### src/rtl/max7219_rx_pkg.sv
// max7219_rx_pkg: shared MAX7219 register addresses, segment layout, Code-B font and scan states.
package max7219_rx_pkg;
  typedef enum logic [3:0] {
    A_NOOP      = 4'h0,
    A_DIGIT0    = 4'h1,
    A_DIGIT1    = 4'h2,
    A_DIGIT2    = 4'h3,
    A_DIGIT3    = 4'h4,
    A_DIGIT4    = 4'h5,
    A_DIGIT5    = 4'h6,
    A_DIGIT6    = 4'h7,
    A_DIGIT7    = 4'h8,
    A_DECODE    = 4'h9,
    A_INTENSITY = 4'hA,
    A_SCANLIM   = 4'hB,
    A_SHUTDOWN  = 4'hC,
    A_TEST      = 4'hF
  } reg_addr_t;
  typedef enum logic {SHUT, SCAN} scan_state_t;
  // segment byte layout is DP A B C D E F G from bit 7 down to bit 0
  localparam int SEG_DP = 7;
  function automatic logic [7:0] code_b(input logic [3:0] v, input logic dp);
    logic [7:0] s;
    case (v)
      4'h0: s = 8'h7E;
      4'h1: s = 8'h30;
      4'h2: s = 8'h6D;
      4'h3: s = 8'h79;
      4'h4: s = 8'h33;
      4'h5: s = 8'h5B;
      4'h6: s = 8'h5F;
      4'h7: s = 8'h70;
      4'h8: s = 8'h7F;
      4'h9: s = 8'h7B;
      4'hA: s = 8'h01;
      4'hB: s = 8'h4F;
      4'hC: s = 8'h37;
      4'hD: s = 8'h0E;
      4'hE: s = 8'h67;
      default: s = 8'h00;
    endcase
    s[SEG_DP] = dp;
    return s;
  endfunction
endpackage

### src/rtl/max7219_rx_if.sv
// max7219_rx_if: serial link, decoded command and display signals of the MAX7219 emulator.
interface max7219_rx_if;
  logic        din;
  logic        sclk;
  logic        load;
  logic        cmd_valid;
  logic [3:0]  cmd_addr;
  logic [7:0]  cmd_data;
  logic        bit_err;
  logic [63:0] digit_regs;
  logic [7:0]  decode_mode;
  logic [3:0]  intensity;
  logic [2:0]  scan_limit;
  logic        shutdown;
  logic        display_test;
  logic [7:0]  seg_out;
  logic [7:0]  dig_sel;
  modport master (
    output din, sclk, load,
    input  cmd_valid, cmd_addr, cmd_data, bit_err, digit_regs, decode_mode,
           intensity, scan_limit, shutdown, display_test, seg_out, dig_sel
  );
  modport slave (
    input  din, sclk, load,
    output cmd_valid, cmd_addr, cmd_data, bit_err, digit_regs, decode_mode,
           intensity, scan_limit, shutdown, display_test, seg_out, dig_sel
  );
endinterface

### src/rtl/max7219_rx_scan.sv
// max7219_rx_scan: digit multiplexer with scan limit, intensity PWM, Code-B font and display test.
module max7219_rx_scan #(
  parameter int SCAN_DIV = 1024
) (
  input  logic        clk,
  input  logic        reset,
  input  logic [63:0] i_digits,
  input  logic [7:0]  i_decode,
  input  logic [3:0]  i_intensity,
  input  logic [2:0]  i_limit,
  input  logic        i_shutdown,
  input  logic        i_test,
  output logic [7:0]  o_seg,
  output logic [7:0]  o_dig
);
  import max7219_rx_pkg::*;
  localparam int SUB = SCAN_DIV / 16;
  localparam int SW = SUB > 1 ? $clog2(SUB) : 1;
  scan_state_t r_state, w_next;
  logic [SW-1:0] r_tick, w_tick;
  logic [3:0] r_sub, w_sub;
  logic [2:0] r_d, w_d;
  logic [7:0] w_raw, w_src, w_seg, w_dig;
  logic w_end_tick, w_drive;
  always_ff @(posedge clk or posedge reset)
    if (reset) begin
      r_state <= SHUT;
      r_tick  <= '0;
      r_sub   <= '0;
      r_d     <= '0;
      o_seg   <= 8'h00;
      o_dig   <= 8'hFF;
    end else begin
      r_state <= w_next;
      r_tick  <= w_tick;
      r_sub   <= w_sub;
      r_d     <= w_d;
      o_seg   <= w_seg;
      o_dig   <= w_dig;
    end
  // a slot is 16 PWM sub-slots of SUB cycles; the digit advances after sub-slot 15
  always_comb begin
    w_next     = (i_shutdown && !i_test) ? SHUT : SCAN;
    w_end_tick = r_tick == SW'(SUB - 1);
    w_tick     = (r_state == SHUT || w_end_tick) ? '0 : r_tick + 1'b1;
    w_sub      = r_state == SHUT ? 4'd0 : r_sub + 4'(w_end_tick);
    w_d        = r_state == SHUT ? 3'd0 :
                 (w_end_tick && r_sub == 4'd15) ? (r_d >= i_limit ? 3'd0 : r_d + 3'd1) : r_d;
    w_raw      = i_digits[8*r_d +: 8];
    w_src      = i_test ? 8'hFF : i_decode[r_d] ? code_b(w_raw[3:0], w_raw[SEG_DP]) : w_raw;
    w_drive    = r_state == SCAN && (i_test || r_sub <= i_intensity);
    w_seg      = w_drive ? w_src : 8'h00;
    w_dig      = w_drive ? ~(8'd1 << r_d) : 8'hFF;
  end
endmodule

### src/rtl/max7219_rx.sv
// max7219_rx: MAX7219 serial receiver and register file driving a multiplexed 7-segment display.
module max7219_rx #(
  parameter int SYNC_STAGES = 2,
  parameter int SCAN_DIV    = 1024
) (
  input logic          clk,
  input logic          reset,
  max7219_rx_if.slave  bus
);
  import max7219_rx_pkg::*;
  // SYNC_STAGES synchroniser flops, the edge-detect flop, then its previous value
  localparam int N = SYNC_STAGES + 2;
  logic [N-2:0] r_din;
  logic [N-1:0] r_sclk, r_load;
  // only frame[11:0] is ever used, so the shifter keeps the last 12 bits
  logic [11:0] r_sr;
  logic [4:0] r_cnt, w_cnt_base;
  logic w_din, w_sclk_rise, w_load_rise, w_load_fall, w_shift;
  logic [3:0] w_addr, r_addr;
  logic [7:0] w_data, r_data;
  logic r_valid, r_err;
  logic [7:0][7:0] r_dig;
  logic [7:0] r_decode;
  logic [3:0] r_int;
  logic [2:0] r_lim;
  logic r_shut, r_test;
  assign w_din       = r_din[N-2];
  assign w_sclk_rise = r_sclk[N-2] & ~r_sclk[N-1];
  assign w_load_rise = r_load[N-2] & ~r_load[N-1];
  assign w_load_fall = ~r_load[N-2] & r_load[N-1];
  assign w_shift     = w_sclk_rise & ~r_load[N-2];
  assign w_cnt_base  = w_load_fall ? 5'd0 : r_cnt;
  assign w_addr      = r_sr[11:8];
  assign w_data      = r_sr[7:0];
  always_ff @(posedge clk or posedge reset)
    if (reset) begin
      r_din    <= '0;
      r_sclk   <= '0;
      r_load   <= '0;
      r_sr     <= '0;
      r_cnt    <= '0;
      r_valid  <= 1'b0;
      r_err    <= 1'b0;
      r_addr   <= '0;
      r_data   <= '0;
      r_dig    <= '0;
      r_decode <= '0;
      r_int    <= '0;
      r_lim    <= '0;
      r_shut   <= 1'b1;
      r_test   <= 1'b0;
    end else begin
      r_din   <= {r_din[N-3:0], bus.din};
      r_sclk  <= {r_sclk[N-2:0], bus.sclk};
      r_load  <= {r_load[N-2:0], bus.load};
      if (w_shift) r_sr <= {r_sr[10:0], w_din};
      r_cnt   <= (w_shift && w_cnt_base != 5'd31) ? w_cnt_base + 5'd1 : w_cnt_base;
      r_valid <= w_load_rise;
      r_err   <= w_load_rise && r_cnt != 5'd16;
      if (w_load_rise) begin
        r_addr <= w_addr;
        r_data <= w_data;
        case (w_addr)
          A_DECODE:    r_decode <= w_data;
          A_INTENSITY: r_int    <= w_data[3:0];
          A_SCANLIM:   r_lim    <= w_data[2:0];
          A_SHUTDOWN:  r_shut   <= ~w_data[0];
          A_TEST:      r_test   <= w_data[0];
          default: if (w_addr >= A_DIGIT0 && w_addr <= A_DIGIT7) r_dig[w_addr[2:0] - 3'd1] <= w_data;
        endcase
      end
    end
  assign bus.cmd_valid    = r_valid;
  assign bus.cmd_addr     = r_addr;
  assign bus.cmd_data     = r_data;
  assign bus.bit_err      = r_err;
  assign bus.digit_regs   = r_dig;
  assign bus.decode_mode  = r_decode;
  assign bus.intensity    = r_int;
  assign bus.scan_limit   = r_lim;
  assign bus.shutdown     = r_shut;
  assign bus.display_test = r_test;
  max7219_rx_scan #(.SCAN_DIV(SCAN_DIV)) u_scan (
    .clk         (clk),
    .reset       (reset),
    .i_digits    (r_dig),
    .i_decode    (r_decode),
    .i_intensity (r_int),
    .i_limit     (r_lim),
    .i_shutdown  (r_shut),
    .i_test      (r_test),
    .o_seg       (bus.seg_out),
    .o_dig       (bus.dig_sel)
  );
endmodule

### src/flat_wrapper.sv
// flat-port wrapper written by rule: the top's interface ports become plain ports
module max7219_rx_flat import max7219_rx_pkg::*;
#(
  parameter int SYNC_STAGES = 2,
  parameter int SCAN_DIV    = 1024
)
  (clk, reset, bus_din, bus_sclk, bus_load, bus_cmd_valid, bus_cmd_addr, bus_cmd_data, bus_bit_err, bus_digit_regs, bus_decode_mode, bus_intensity, bus_scan_limit, bus_shutdown, bus_display_test, bus_seg_out, bus_dig_sel);
  max7219_rx_if bus_i ();
  input logic clk;
  input logic reset;
  input wire logic [$bits(bus_i.din)-1:0] bus_din;
  input wire logic [$bits(bus_i.sclk)-1:0] bus_sclk;
  input wire logic [$bits(bus_i.load)-1:0] bus_load;
  output wire logic [$bits(bus_i.cmd_valid)-1:0] bus_cmd_valid;
  output wire logic [$bits(bus_i.cmd_addr)-1:0] bus_cmd_addr;
  output wire logic [$bits(bus_i.cmd_data)-1:0] bus_cmd_data;
  output wire logic [$bits(bus_i.bit_err)-1:0] bus_bit_err;
  output wire logic [$bits(bus_i.digit_regs)-1:0] bus_digit_regs;
  output wire logic [$bits(bus_i.decode_mode)-1:0] bus_decode_mode;
  output wire logic [$bits(bus_i.intensity)-1:0] bus_intensity;
  output wire logic [$bits(bus_i.scan_limit)-1:0] bus_scan_limit;
  output wire logic [$bits(bus_i.shutdown)-1:0] bus_shutdown;
  output wire logic [$bits(bus_i.display_test)-1:0] bus_display_test;
  output wire logic [$bits(bus_i.seg_out)-1:0] bus_seg_out;
  output wire logic [$bits(bus_i.dig_sel)-1:0] bus_dig_sel;
  assign bus_i.din = bus_din;
  assign bus_i.sclk = bus_sclk;
  assign bus_i.load = bus_load;
  assign bus_cmd_valid = bus_i.cmd_valid;
  assign bus_cmd_addr = bus_i.cmd_addr;
  assign bus_cmd_data = bus_i.cmd_data;
  assign bus_bit_err = bus_i.bit_err;
  assign bus_digit_regs = bus_i.digit_regs;
  assign bus_decode_mode = bus_i.decode_mode;
  assign bus_intensity = bus_i.intensity;
  assign bus_scan_limit = bus_i.scan_limit;
  assign bus_shutdown = bus_i.shutdown;
  assign bus_display_test = bus_i.display_test;
  assign bus_seg_out = bus_i.seg_out;
  assign bus_dig_sel = bus_i.dig_sel;
  max7219_rx #(.SYNC_STAGES(SYNC_STAGES), .SCAN_DIV(SCAN_DIV)) u_core (.clk(clk), .reset(reset), .bus(bus_i));
endmodule
### config.mk
export PLATFORM = sky130hd
export DESIGN_NAME = max7219_rx_flat
export DESIGN_NICKNAME = d
export VERILOG_FILES = /design/src/rtl/max7219_rx_pkg.sv /design/src/rtl/max7219_rx_if.sv /design/src/rtl/max7219_rx_scan.sv /design/src/rtl/max7219_rx.sv /design/src/flat_wrapper.sv
export SDC_FILE = /design/constraint.sdc
export NUM_CORES = 1
export LEC_CHECK = 0
export CORE_MARGIN = 3
export CORE_UTILIZATION = 29
export DETAILED_ROUTE_END_ITERATION = 10
export HOLD_SLACK_MARGIN = 0.06
export PLACE_DENSITY = 0.51
export SLEW_MARGIN = 20
export SYNTH_ARGS = -nofsm -noshare
export SYNTH_HDL_FRONTEND = slang
export SYNTH_SLANG_ARGS = --single-unit
### constraint.sdc
create_clock -name clk -period 5.99 [get_ports clk]
set_input_delay 1.797 -clock clk [delete_from_list [all_inputs] [get_ports clk]]
set_output_delay 1.797 -clock clk [all_outputs]
set_load 0.05 [all_outputs]
==> impl_metrics.yaml <==
placement:
  port_buffers: 115
  dp_hpwl_um: 13200
  gp_congestion: 0.816
clock_network:
  root_buffer: "clkbuf_16"
  cts_buffers: 17
  cts.htree.levels: 4
  postCtsResizedCells: 0
  path_clk_slew_ps: 60
  cts.sinks: 153
  postCtsSetupRepairBufs: 0
  clk_latency_ps: 420
  cts.hold.buffers_added: 0
  cts_tree: "yes"
  clockBufferDepth: 2
synthesis:
  synthSimpleGateAreaFrac_pct: 9.09
  syn_area_mm2: 0.00702
  syn_inst: 530
  syn-mean-instance-area_um2: 13.2
  yosys.area_share.adder_pct: 5.35
  synth_xor_area_share_pct: 1.37
  synth_seq_cells: 153
  ys_warn_count: 0
  ys_types: 55
  yosysSeqAreaShare_pct: 54.7
  synth_compound_area_share_pct: 3.64
  synth_top_family_by_area: "multiplexers"
  syn-num-nets: 565
  synthMuxAreaShare_pct: 22.6
cells_and_area:
  layout.nets: 677
  drive_above_1_share_pct: 15.1
  utilization_pct: 38.3
  antenna_cells: 0
  syn_to_final_growth_pct: 29.0
  num-fill-cells: 2280
  layout_common_cells: "dfrtp_1, clkdlybuf4s50_1, mux2_1"
  layout_commonest_cell: "dfrtp_1"
critical_path:
  r2r-end: "u_core.u_scan.o_seg[6]"
  slowest_stage: "clkdlybuf4s50_1"
  startpoint_type: "register"
  rrSetupSlack_ps: 3160
  r2r_start: "u_core.u_scan.r_d[1]"
  critPathArrivalTime_ps: 1850
  cp.buffers_inverters: 1
  max_stage_delay_ps: 880
  crit_family: "buffers and inverters"
  end_kind: "primary output"
  crit_required_ps: 4190
  path_max_fanout: 9
  crit_type: "register to primary output"
  worstPathCellList: "clkdlybuf4s50_1"
  reg2reg_depth: 8
route:
  postRouteAntennaNets: 0
  wl_met1_um: 8340
  drc: 0
  firstDrtPassIters: 4
  drt_iter0_markers: 250
  wire_per_inst_um: 18.7
  num_vias: 4591
  dr_wl_met2_um: 8780
  met3_length_um: 855
  wl_um: 18200
  top_layer_used: "met4"
  avgViaCountPerCell: 4.71
die:
  ios: 116
  start_util_pct: 29.7
  die_x_um: 162
  rows: 56
  die_area_mm2: 0.0261
  core_area_mm2: 0.0236
  dieHeight_um: 162
sta:
  tightest_slew_ps: 864
  rsz0062_at_grt: "no"
  relSlewSlack_pct: 42.4
  slew_viol_final: 0
  finalCriticalPeriod_ps: 3650
  fmax_ghz: 0.274
  period_share_pct: 60.9
  finalSetupTns_ps: 0
  skew_ps: 13.6
  setup-violations-final: 0
  hold_viol: 0
hold_path:
  min-delay-start: "u_core.r_din[1]"
  hold_path_class: "register to register"
  hold_end: "u_core.r_din[2]"
  holdPathStages: 0
pwr:
  power_leakage_nw: 4.23
  max-vdd-ir-drop_mv: 0.205
  power_density_mw_per_mm2: 304
global_routing:
  grt_pass1_wl_um: 28600
  first_global_vias: 4712
  grt_usage_pct: 14.4
  grt_max_degree: 95
  grt_overflow: 0
  grt_antenna_before_repair: 0
outcome:
  status: "complete, no violations"
job:
  max-cap-violations: 0
## Yosys cell counts (all sizes together)
| cell | instances | area [um^2] |
|---|---|---|
| dfrtp | 144 | 3600 |
| mux2 | 93 | 1050 |
| nand2 | 65 | 249 |
| ha | 30 | 375 |
| inv | 21 | 78.8 |
| mux4 | 18 | 405 |
| nor2 | 15 | 56.3 |
| clkbuf | 14 | 52.6 |
| nand3 | 14 | 80.1 |
| buf | 12 | 92.6 |
| and2 | 11 | 68.8 |
| a21oi | 10 | 50.1 |
| mux2i | 10 | 129 |
| dfstp | 9 | 236 |
| o21ai | 9 | 48.8 |
| xor2 | 7 | 61.3 |
| and3 | 6 | 37.5 |
| nor4 | 4 | 31.3 |
| xnor2 | 4 | 35.0 |
| a31oi | 3 | 18.8 |
| nand2b | 3 | 18.8 |
| nand4 | 3 | 18.8 |
| nor3 | 3 | 20.0 |
| a311oi | 2 | 23.8 |
| nand4b | 2 | 23.8 |
| nor2b | 2 | 12.5 |
| o22ai | 2 | 12.5 |
| o311ai | 2 | 17.5 |
| a2111oi | 1 | 15.0 |
| a211oi | 1 | 12.5 |
| a21boi | 1 | 7.51 |
| a21o | 1 | 7.51 |
| a31o | 1 | 8.76 |
| a41oi | 1 | 8.76 |
| and4 | 1 | 8.76 |
| clkinv | 1 | 3.75 |
| nor3b | 1 | 12.5 |
| o2111ai | 1 | 8.76 |
| o211ai | 1 | 7.51 |
| o21a | 1 | 7.51 |
## worst max path at each step
stage,from,endpoint,slack (ps),cells after the start
after floorplan,reset,u_core.bus.bit_err,90,1
after global placement,reset,u_core.u_scan.o_dig[3],2610,3
after detailed placement,reset,u_core.u_scan.o_dig[3],2560,3
after CTS,u_core.bus.display_test,bus_display_test,2340,1
after global routing,u_core.bus.display_test,bus_display_test,2270,1
final,u_core.bus.display_test,bus_display_test,2340,1
## kinds of logic after synthesis
logic type / after synthesis
AOI/OAI and AO/OA: 37
xor gates and xnor gates: 11
and+or+nand+nor: 130
buffers and inverters: 48
adders and majority gates: 30
muxes: 121
DFF: 153
## power by group
part / total (mW) / internal (mW) / switching, mW
clock: 1.07 / 0.629 / 0.437
combinational: 0.432 / 0.150 / 0.282
sequential: 1.25 / 1.11 / 0.140
## area by class of cell
class / count / area, um^2 / share of cell area, %
Clock inverter: 13 / 145 / 1.60
Timing Repair Buffer: 119 / 1180 / 13.0
Clock buffer: 19 / 443 / 4.89
Tap cell: 319 / 399 / 4.41
Sequential cell: 153 / 3840 / 42.4
Multi-Input combinational cell: 329 / 2960 / 32.7
Inverter: 22 / 87.6 / 0.968
## through the flow
| step | instance area (um^2) | hold slack (ps) | std cells | power [mW] | setup WS, ps |
|---|---|---|---|---|---|
| CTS | 9050 | 348 | 974 | 2.79 | 2340 |
| finish | 9050 | 347 | 974 | 2.75 | 2340 |
| floorplan | 7020 | 331 | 530 | 1.52 | 86.4 |
| global route | 9050 | 353 | 974 | 2.87 | 2270 |
| global placement | 8460 | 332 | 942 | 1.70 | 2610 |
| detailed placement | 8460 | 335 | 942 | 1.71 | 2560 |
## flip-flops by register name, indices dropped and copies added, names as in the netlist, 3 cells and up
register / cells
u_core.bus.cmd_data: 8
u_core.u_scan.o_seg: 8
u_core.u_scan.r_tick: 6
u_core.bus.cmd_addr: 4
u_core.r_load: 4
u_core.r_sr: 12
u_core.r_din: 3
u_core.u_scan.o_dig: 8
u_core.u_scan.r_d: 3
u_core.bus.scan_limit: 3
u_core.bus.intensity: 4
u_core.u_scan.r_sub: 4
u_core.r_cnt: 5
u_core.bus.decode_mode: 8
u_core.r_sclk: 4
u_core.bus.digit_regs: 64
## metal layers
layer | vias up | track usage (%)
li1 | 2092 | -
met1 | 2368 | 19.3
met2 | 114 | 23.5
met3 | 17 | 3.82
met4 | 0 | 3.25
met5 | - | 0
Power figures use the tool's default switching activity.
